[src/rtl/exc_commit_ctrl_pkg.sv]
// Shared ExcCode values, FSM encodings and BadVAddr source selects for the
// exception commit controller.
package exc_commit_ctrl_pkg;

  localparam logic [4:0] EXC_INT  = 5'd0;
  localparam logic [4:0] EXC_ADEL = 5'd4;
  localparam logic [4:0] EXC_ADES = 5'd5;
  localparam logic [4:0] EXC_SYS  = 5'd8;
  localparam logic [4:0] EXC_BP   = 5'd9;
  localparam logic [4:0] EXC_RI   = 5'd10;
  localparam logic [4:0] EXC_OV   = 5'd12;
  localparam logic [4:0] EXC_TR   = 5'd13;

  localparam logic [1:0] ST_IDLE     = 2'd0;
  localparam logic [1:0] ST_COMMIT   = 2'd1;
  localparam logic [1:0] ST_REDIRECT = 2'd2;

  localparam logic [1:0] BV_NONE   = 2'd0;
  localparam logic [1:0] BV_PC     = 2'd1;
  localparam logic [1:0] BV_DVADDR = 2'd2;

  // A delay-slot instruction restarts at its branch, one word earlier.
  function automatic logic [31:0] epc_of(input logic [31:0] pc, input logic bd);
    return bd ? (pc - 32'd4) : pc;
  endfunction

endpackage

[src/rtl/exc_prio_enc.sv]
// Combinational exception priority encoder: picks the winning event.
// Optional trap input enabled by EXC_COMMIT_TRAP_EN.
module exc_prio_enc
  import exc_commit_ctrl_pkg::*;
(
  input  logic       int_sig,
  input  logic       if_adel,
  input  logic       ri,
  input  logic       ov,
  input  logic       sys,
  input  logic       bp,
`ifdef EXC_COMMIT_TRAP_EN
  input  logic       tr,
`endif
  input  logic       adel,
  input  logic       ades,
  input  logic       eret,
  output logic       exc_vld,
  output logic       eret_vld,
  output logic [4:0] code,
  output logic [1:0] bv_sel
);

  always_comb begin
    exc_vld  = 1'b1;
    eret_vld = 1'b0;
    code     = EXC_INT;
    bv_sel   = BV_NONE;
    if (int_sig) begin
      code = EXC_INT;
    end else if (if_adel) begin
      code   = EXC_ADEL;
      bv_sel = BV_PC;
    end else if (ri) begin
      code = EXC_RI;
    end else if (ov) begin
      code = EXC_OV;
    end else if (sys) begin
      code = EXC_SYS;
    end else if (bp) begin
      code = EXC_BP;
`ifdef EXC_COMMIT_TRAP_EN
    end else if (tr) begin
      code = EXC_TR;
`endif
    end else if (adel) begin
      code   = EXC_ADEL;
      bv_sel = BV_DVADDR;
    end else if (ades) begin
      code   = EXC_ADES;
      bv_sel = BV_DVADDR;
    end else begin
      // ERET only commits as ERET when nothing else is pending.
      exc_vld  = 1'b0;
      eret_vld = eret;
    end
  end

endmodule

[src/rtl/exc_commit_ctrl.sv]
// Exception/ERET commit controller feeding the CP0 commit bus and fetch redirect.
// Optional conditional-trap input enabled by EXC_COMMIT_TRAP_EN.
module exc_commit_ctrl
  import exc_commit_ctrl_pkg::*;
#(
  parameter logic [31:0] EXC_VEC_BOOT = 32'hBFC00380,
  parameter logic [31:0] EXC_VEC_NORM = 32'h80000180
) (
  input  logic        clk,
  input  logic        reset,
  input  logic        in_valid,
  output logic        in_ready,
  input  logic [31:0] in_pc,
  input  logic        in_bd,
  input  logic        in_eret,
  input  logic        in_exc_if_adel,
  input  logic        in_exc_ri,
  input  logic        in_exc_ov,
  input  logic        in_exc_sys,
  input  logic        in_exc_bp,
`ifdef EXC_COMMIT_TRAP_EN
  input  logic        in_exc_tr,
`endif
  input  logic        in_exc_adel,
  input  logic        in_exc_ades,
  input  logic [31:0] in_dvaddr,
  input  logic        int_sig,
  input  logic        status_bev,
  input  logic [31:0] cp0_epc,
  output logic        commit_exc,
  output logic        commit_eret,
  output logic [4:0]  commit_code,
  output logic        commit_bd,
  output logic [31:0] commit_epc,
  output logic [31:0] commit_bvaddr,
  output logic        flush,
  output logic        redirect_valid,
  output logic [31:0] redirect_pc,
  input  logic        redirect_ready
);

  logic [1:0]  state;
  logic        exc_vld_p0;
  logic        eret_vld_p0;
  logic [4:0]  code_p0;
  logic [1:0]  bv_sel_p0;
  logic [31:0] bva_p0;
  logic        take_p0;

  logic        eret_p1;
  logic [4:0]  code_p1;
  logic        bd_p1;
  logic [31:0] epc_p1;
  logic [31:0] bva_p1;
  logic [31:0] redir_pc_p2;

  // Stage p0: decode the committing instruction's events.
  exc_prio_enc u_prio (
    .int_sig  (int_sig),
    .if_adel  (in_exc_if_adel),
    .ri       (in_exc_ri),
    .ov       (in_exc_ov),
    .sys      (in_exc_sys),
    .bp       (in_exc_bp),
`ifdef EXC_COMMIT_TRAP_EN
    .tr       (in_exc_tr),
`endif
    .adel     (in_exc_adel),
    .ades     (in_exc_ades),
    .eret     (in_eret),
    .exc_vld  (exc_vld_p0),
    .eret_vld (eret_vld_p0),
    .code     (code_p0),
    .bv_sel   (bv_sel_p0)
  );

  always_comb begin
    bva_p0 = 32'd0;
    case (bv_sel_p0)
      BV_PC:     bva_p0 = in_pc;
      BV_DVADDR: bva_p0 = in_dvaddr;
      default:   bva_p0 = 32'd0;
    endcase
  end

  assign in_ready = (state == ST_IDLE);
  assign take_p0  = in_valid & in_ready & (exc_vld_p0 | eret_vld_p0);

  always_ff @(posedge clk or posedge reset) begin
    if (reset) begin
      state <= ST_IDLE;
    end else begin
      case (state)
        ST_IDLE:     if (take_p0) state <= ST_COMMIT;
        ST_COMMIT:   state <= ST_REDIRECT;
        ST_REDIRECT: if (redirect_ready) state <= ST_IDLE;
        default:     state <= ST_IDLE;
      endcase
    end
  end

  // Stage p1: commit fields captured on the event transfer.
  always_ff @(posedge clk) begin
    if (take_p0) begin
      eret_p1 <= eret_vld_p0;
      code_p1 <= code_p0;
      bd_p1   <= in_bd;
      epc_p1  <= epc_of(in_pc, in_bd);
      bva_p1  <= bva_p0;
    end
  end

  // Stage p2: redirect target sampled from CP0 during the commit cycle.
  always_ff @(posedge clk) begin
    if (state == ST_COMMIT) begin
      redir_pc_p2 <= eret_p1 ? cp0_epc : (status_bev ? EXC_VEC_BOOT : EXC_VEC_NORM);
    end
  end

  assign commit_exc     = (state == ST_COMMIT);
  assign commit_eret    = commit_exc & eret_p1;
  assign commit_code    = commit_exc ? code_p1 : 5'd0;
  assign commit_bd      = commit_exc & bd_p1;
  assign commit_epc     = commit_exc ? epc_p1 : 32'd0;
  assign commit_bvaddr  = commit_exc ? bva_p1 : 32'd0;
  assign flush          = (state != ST_IDLE);
  assign redirect_valid = (state == ST_REDIRECT);
  assign redirect_pc    = redirect_valid ? redir_pc_p2 : 32'd0;

endmodule

[config.mk]
export PLATFORM = sky130hd
export DESIGN_NAME = exc_commit_ctrl
export DESIGN_NICKNAME = d
export VERILOG_FILES = /design/src/rtl/exc_commit_ctrl_pkg.sv /design/src/rtl/exc_prio_enc.sv /design/src/rtl/exc_commit_ctrl.sv
export SDC_FILE = /design/constraint.sdc
export NUM_CORES = 1
export LEC_CHECK = 0
export BUFFER_PORTS_ARGS = -buffer_cell sky130_fd_sc_hd__buf_2
export CAP_MARGIN = 20
export CORE_ASPECT_RATIO = 1.2
export CORE_UTILIZATION = 42
export DETAILED_ROUTE_END_ITERATION = 16
export PLACE_DENSITY = 0.74
export RECOVER_POWER = 50
export SETUP_SLACK_MARGIN = 0.3
export SLEW_MARGIN = 5
export SYNTH_ARGS = -nofsm -noshare
export SYNTH_HDL_FRONTEND = slang
export SYNTH_SLANG_ARGS = --single-unit
export TNS_END_PERCENT = 50
[constraint.sdc]
create_clock -name clk -period 4.98 [get_ports clk]
set_input_delay 0.249 -clock clk [delete_from_list [all_inputs] [get_ports clk]]
set_output_delay 0.249 -clock clk [all_outputs]
set_load 0.005 [all_outputs]
After elaboration in Yosys (flattened, before gate mapping)
Cells that the tools add are included.
{"block": "word_totals", "reg_bits": 105, "input_bits": 111, "output_inout_bits": 107, "word_cells": 70}
{"block": "op_classes", "n_addsub": 1, "n_eq_ne": 6, "mux": 42, "bitwise": 5, "n_reduce_logical": 6}
{"operator": "32-bit two-way mux", "count": 5}
{"operator": "32-bit case mux with 2 select lines", "count": 1}
{"operator": "32-bit by 3-bit subtractor with 32-bit output, second input constant", "count": 1}
{"operator": "30-bit two-way mux", "count": 1}
{"operator": "2-bit two-way mux", "count": 10}
{"operator": "4-bit two-way mux", "count": 5}
{"operator": "1-bit two-way mux", "count": 16}
{"operator": "7-bit OR reduction", "count": 1}
{"operator": "3-bit two-way mux", "count": 2}
{"operator": "2-bit case mux with 3 select lines", "count": 1}
{"operator": "5-bit two-way mux", "count": 1}
{"operator": "5-bit OR reduction", "count": 1}
{"operator": "1-bit bitwise AND", "count": 4}
{"operator": "2-bit by 1-bit == test with 1-bit output, second input constant", "count": 2}
{"operator": "2-bit == test, second input constant", "count": 2}
{"operator": "2-bit by 1-bit != test with 1-bit output, second input constant", "count": 2}
{"operator": "2-bit zero test", "count": 1}
{"operator": "2-bit AND reduction", "count": 1}
{"operator": "2-bit nonzero test", "count": 1}
{"operator": "2-bit OR reduction", "count": 1}
{"operator": "1-bit bitwise OR", "count": 1}

Depth between registers and ports, before layout
{"block": "logic_depth", "ltp_word": 12, "depth_mapped": 8, "mapped_depth_nobuf": 7}

Modules after synthesis
From an unflattened synthesis, not the netlist that was laid out.
{"block": "hier_totals", "cells_unflattened": 457, "area_unflattened_um2": 5251.3}
{"mod": "exc_commit_ctrl", "n_inst": 1, "cells_per_inst": 437, "area_each_um2": 5131.2, "seq_area_each_um2": 3143.0}
{"mod": "exc_prio_enc", "n_inst": 1, "cells_per_inst": 20, "area_each_um2": 120.1, "seq_area_each_um2": 0.0}

Worst setup path before layout
No wires, ideal clock.
{"block": "synth_path", "kind": "reg-to-reg", "startpoint": "register state[1]", "endpoint": "register bd_p1, enable pin", "setup_ns": 0.540, "arrival_ns": 4.189, "required_time_ns": 4.440, "setup_slack_ns": 0.251, "stages_incl_launch_ff": 4, "path_buffers": 0, "synth_period_minus_slack_ns": 4.729, "cell_sequence": "dfrtp_1 nor2_1 nand2_1 a31oi_1"}
{"block": "synth_between", "elab_chain_cells": 3}
{"item": "start, declared", "line": "exc_commit_ctrl.sv:42", "text": "logic [1:0] state;"}
{"item": "start signal, assigned", "line": "exc_commit_ctrl.sv:91", "text": "state <= ST_IDLE;"}
{"item": "start signal, assigned", "line": "exc_commit_ctrl.sv:94", "text": "ST_IDLE: if (take_p0) state <= ST_COMMIT;"}
{"item": "start signal, assigned", "line": "exc_commit_ctrl.sv:95", "text": "ST_COMMIT: state <= ST_REDIRECT;"}
{"item": "2-bit zero test", "line": "exc_commit_ctrl.sv:86", "text": "assign in_ready = (state == ST_IDLE);"}
{"item": "via in_ready", "line": "exc_commit_ctrl.sv:12", "text": "output logic in_ready,"}
{"item": "1-bit bitwise AND (2 in a row)", "line": "exc_commit_ctrl.sv:87", "text": "assign take_p0 = in_valid & in_ready & (exc_vld_p0 | eret_vld_p0);"}
{"item": "via take_p0", "line": "exc_commit_ctrl.sv:48", "text": "logic take_p0;"}
{"item": "end signal, assigned", "line": "exc_commit_ctrl.sv:107", "text": "bd_p1 <= in_bd;"}
{"item": "end, declared", "line": "exc_commit_ctrl.sv:52", "text": "logic bd_p1;"}
The timed path passes the listed nets, and every way through them passes these cells.
A chain may end at the register's enable or synchronous reset.

Worst setup path after layout
{"block": "layout_path", "startpoint": "register state[0]", "endpoint": "output port commit_bvaddr[27]"}
{"block": "layout_between", "elab_chain_cells": 2}
{"item": "2-bit by 1-bit == test with 1-bit output", "line": "exc_commit_ctrl.sv:120", "text": "assign commit_exc = (state == ST_COMMIT);"}
{"item": "32-bit two-way mux", "line": "exc_commit_ctrl.sv:125", "text": "assign commit_bvaddr = commit_exc ? bva_p1 : 32'd0;"}
{"item": "end, declared", "line": "exc_commit_ctrl.sv:35", "text": "output logic [31:0] commit_bvaddr,"}
Every way passes these cells.

==> impl_metrics.yaml <==
cells_and_area:
  insertedDiodeCount: 0
  num-fill-cells: 1095
  finalNetCount: 781
  final_common_cell: "buf_2"
  area_growth_pct: 29.1
  ff_latch_area_um2: 3110
  final_cell_mix: "203 x buf_2, 102 x edfxtp_1, 68 x and2_1"
  drive_above_1_share_pct: 34.2
  fin_area_um2: 6810
  multi_input_area_um2: 1980
yosys:
  yosysSeqAreaShare_pct: 59.0
  synth-seq-cells: 104
  yosys_warnings: 0
  synth_cell_types: 40
  syn_inst: 459
  syn-cell-area_um2: 5270
  ys_async_sr_fraction_pct: 1.92
  synth_nets: 573
  synth_area_per_cell_um2: 11.5
  synth_edf_count: 102
  synth-main-ff-cell: "edfxtp_1"
sta:
  setup_tns_ns: 0
  period_share_pct: 69.0
  fin_crit_ns: 3.44
  fmax_mhz: 291
  skew_ns: 0.0142
  rsz0062_at_grt: "false"
  finalHoldViolCount: 0
  slew_violations: 34
  worst_slack_ns: 1.54
  setup_viol: 0
  slew_headroom_pct: -18.4
  worst_pin_slew_ns: 1.77
place:
  dp_hpwl_um: 9090
  place_congestion: 0.823
  dpl_worst_slack_ns: 1.68
  io_buffers: 216
  dpl_cell_area_um2: 6500
worst_setup_path:
  critPathSlowestCell: "nor2b_1"
  crit_path_end_kind: "output pin"
  setup.worst_path.class: "register to output pin"
  arrival_ns: 3.19
  worstPathRequired_ns: 4.73
  max_stage_delay_ns: 1.35
  start_kind: "register"
  crit_fanout: 72
  path_cells: "nor2b_1 > buf_4 > and2_1 > buf_2"
cts:
  htreeDepth: 3
  cts_sinks: 104
  cts.path.max_buffers: 2
  cts_setup_buffers: 0
  clk_root_buffer_cell: "clkbuf_16"
  cts.reportedPaths.clkPinSlew_ns: 0.07
  insertion_delay_ns: 0.34
  numCtsBuffers: 9
  cts_tree: "yes"
die:
  coreArea_um2: 12200
  pin_count: 218
  dieArea_um2: 13000
  start_util_pct: 43.3
  dieHeight_um: 125
  row_count: 44
  dieWidth_um: 104
grt:
  grt_max_degree: 73
  overflow: 0
  antenna_found_initial: 0
  grt_pass1_vias: 4057
  grt_pass1_wl_um: 20200
  grt_use_total_pct: 19.7
run_status:
  violations: "capacitance limit, slew limit"
  outcome: "complete, but fails checks"
detailed_routing:
  wl_per_cell_um: 15.2
  drc: 0
  drtIter0Drc: 175
  ant_nets: 0
  wirelength_um: 12700
  vias: 4163
  dr.pass1.iters: 4
  via_per_inst: 5.00
job:
  cap_violations: 1
power_and_ir_drop:
  p_leak_nw: 2.91
  powerDensity_nw_per_um2: 400
  finalPower_mw: 2.72
  ir_drop_v: 0.000185
hold_path:
  hold_path_class: "input pin to register"
-- critical path: cells and delay by family (launching register included) --
kind	cells	cell delay, ns
buffers and inverters	2	0.89
DFF	1	0.37
and+or+nand+nor	2	1.57
-- routing by layer --
layer | GRT usage [%] | routed length [um] | vias up
li1 | - | - | 2012
met1 | 23.0 | 5190 | 1937
met5 | 0 | 0 | -
met2 | 34.0 | 6200 | 199
met4 | 5.97 | 206 | 0
met3 | 6.59 | 1080 | 15
-- flip-flops by register name, indices dropped and copies added (netlist names) --
name,flops
bd_p1,1
bva_p1,32
code_p1,4
epc_p1,32
eret_p1,1
redir_pc_p2,32
state,2
-- final cells by class --
| cell class | count | share of cell area [%] |
|---|---|---|
| clock buffer | 10 | 3.36 |
| tap | 161 | 2.96 |
| sequential | 104 | 45.7 |
| timing repair buffer | 223 | 16.9 |
| multi-input combinational | 318 | 29.1 |
| inverter | 11 | 0.607 |
| clock inverter | 6 | 1.34 |
-- where the power goes --
group,switching [mW],internal [mW]
clock,0.308,0.444
sequential,0.0486,1.21
combinational,0.413,0.297
total,0.770,1.95
-- cells in the mapped netlist, drive strengths merged, types with 3 or more instances --
cell / instances / area [um^2]
nor2: 42 / 158
xnor2: 6 / 52.6
a21oi: 3 / 15.0
ha: 3 / 37.5
nor3: 17 / 95.1
nand2b: 6 / 37.5
nor4: 10 / 81.3
nand2: 27 / 101
clkbuf: 25 / 93.8
and2: 122 / 763
a22oi: 32 / 240
or3: 4 / 25.0
xor2: 22 / 193
inv: 11 / 41.3
nand3: 3 / 32.5
edfxtp: 102 / 3060
-- kinds of logic after synthesis --
family | after synthesis | share of synthesized area [%]
adder cells (fa/ha/maj) | 3 | 0.712
XOR/XNOR | 28 | 4.65
AO/OA/AOI/OAI | 40 | 5.46
buffers and inverters | 37 | 2.71
other | 1 | 0.0711
flip-flops | 104 | 59.0
AND/OR/NAND/NOR | 246 | 27.4
-- through the flow --
stage          hold WS [ns]  util, %  instances
2_1_floorplan      -0.00982        -        459
6_report              0.107     55.9        833
3_3_place_gp          0.110     53.4        813
3_5_place_dp          0.110     53.4        813
4_1_cts              0.0888     56.1        830
5_1_grt              0.0873     55.9        833
-- worst paths after layout --
path	cells after the start	slack, ns	end	startpoint
worst max-delay path	4	1.54	commit_bvaddr[27]	state[0]
worst min-delay path	1	0.11	epc_p1[1]	in_pc[1]
worst max register to register	2	2.12	redir_pc_p2[5]	state[0]
worst min register to register	3	0.69	state[0]	state[1]
max in group asynchronous	3	4.54	state[1]	reset
min in group asynchronous	3	0.32	state[0]	reset
-- what timing repair did --
action | in CTS | in global routing
resized for setup | 0 | 0
hold buffers | 1 | 0
hold endpoints to repair | 2 | 0
Power figures use the tool's default switching activity.
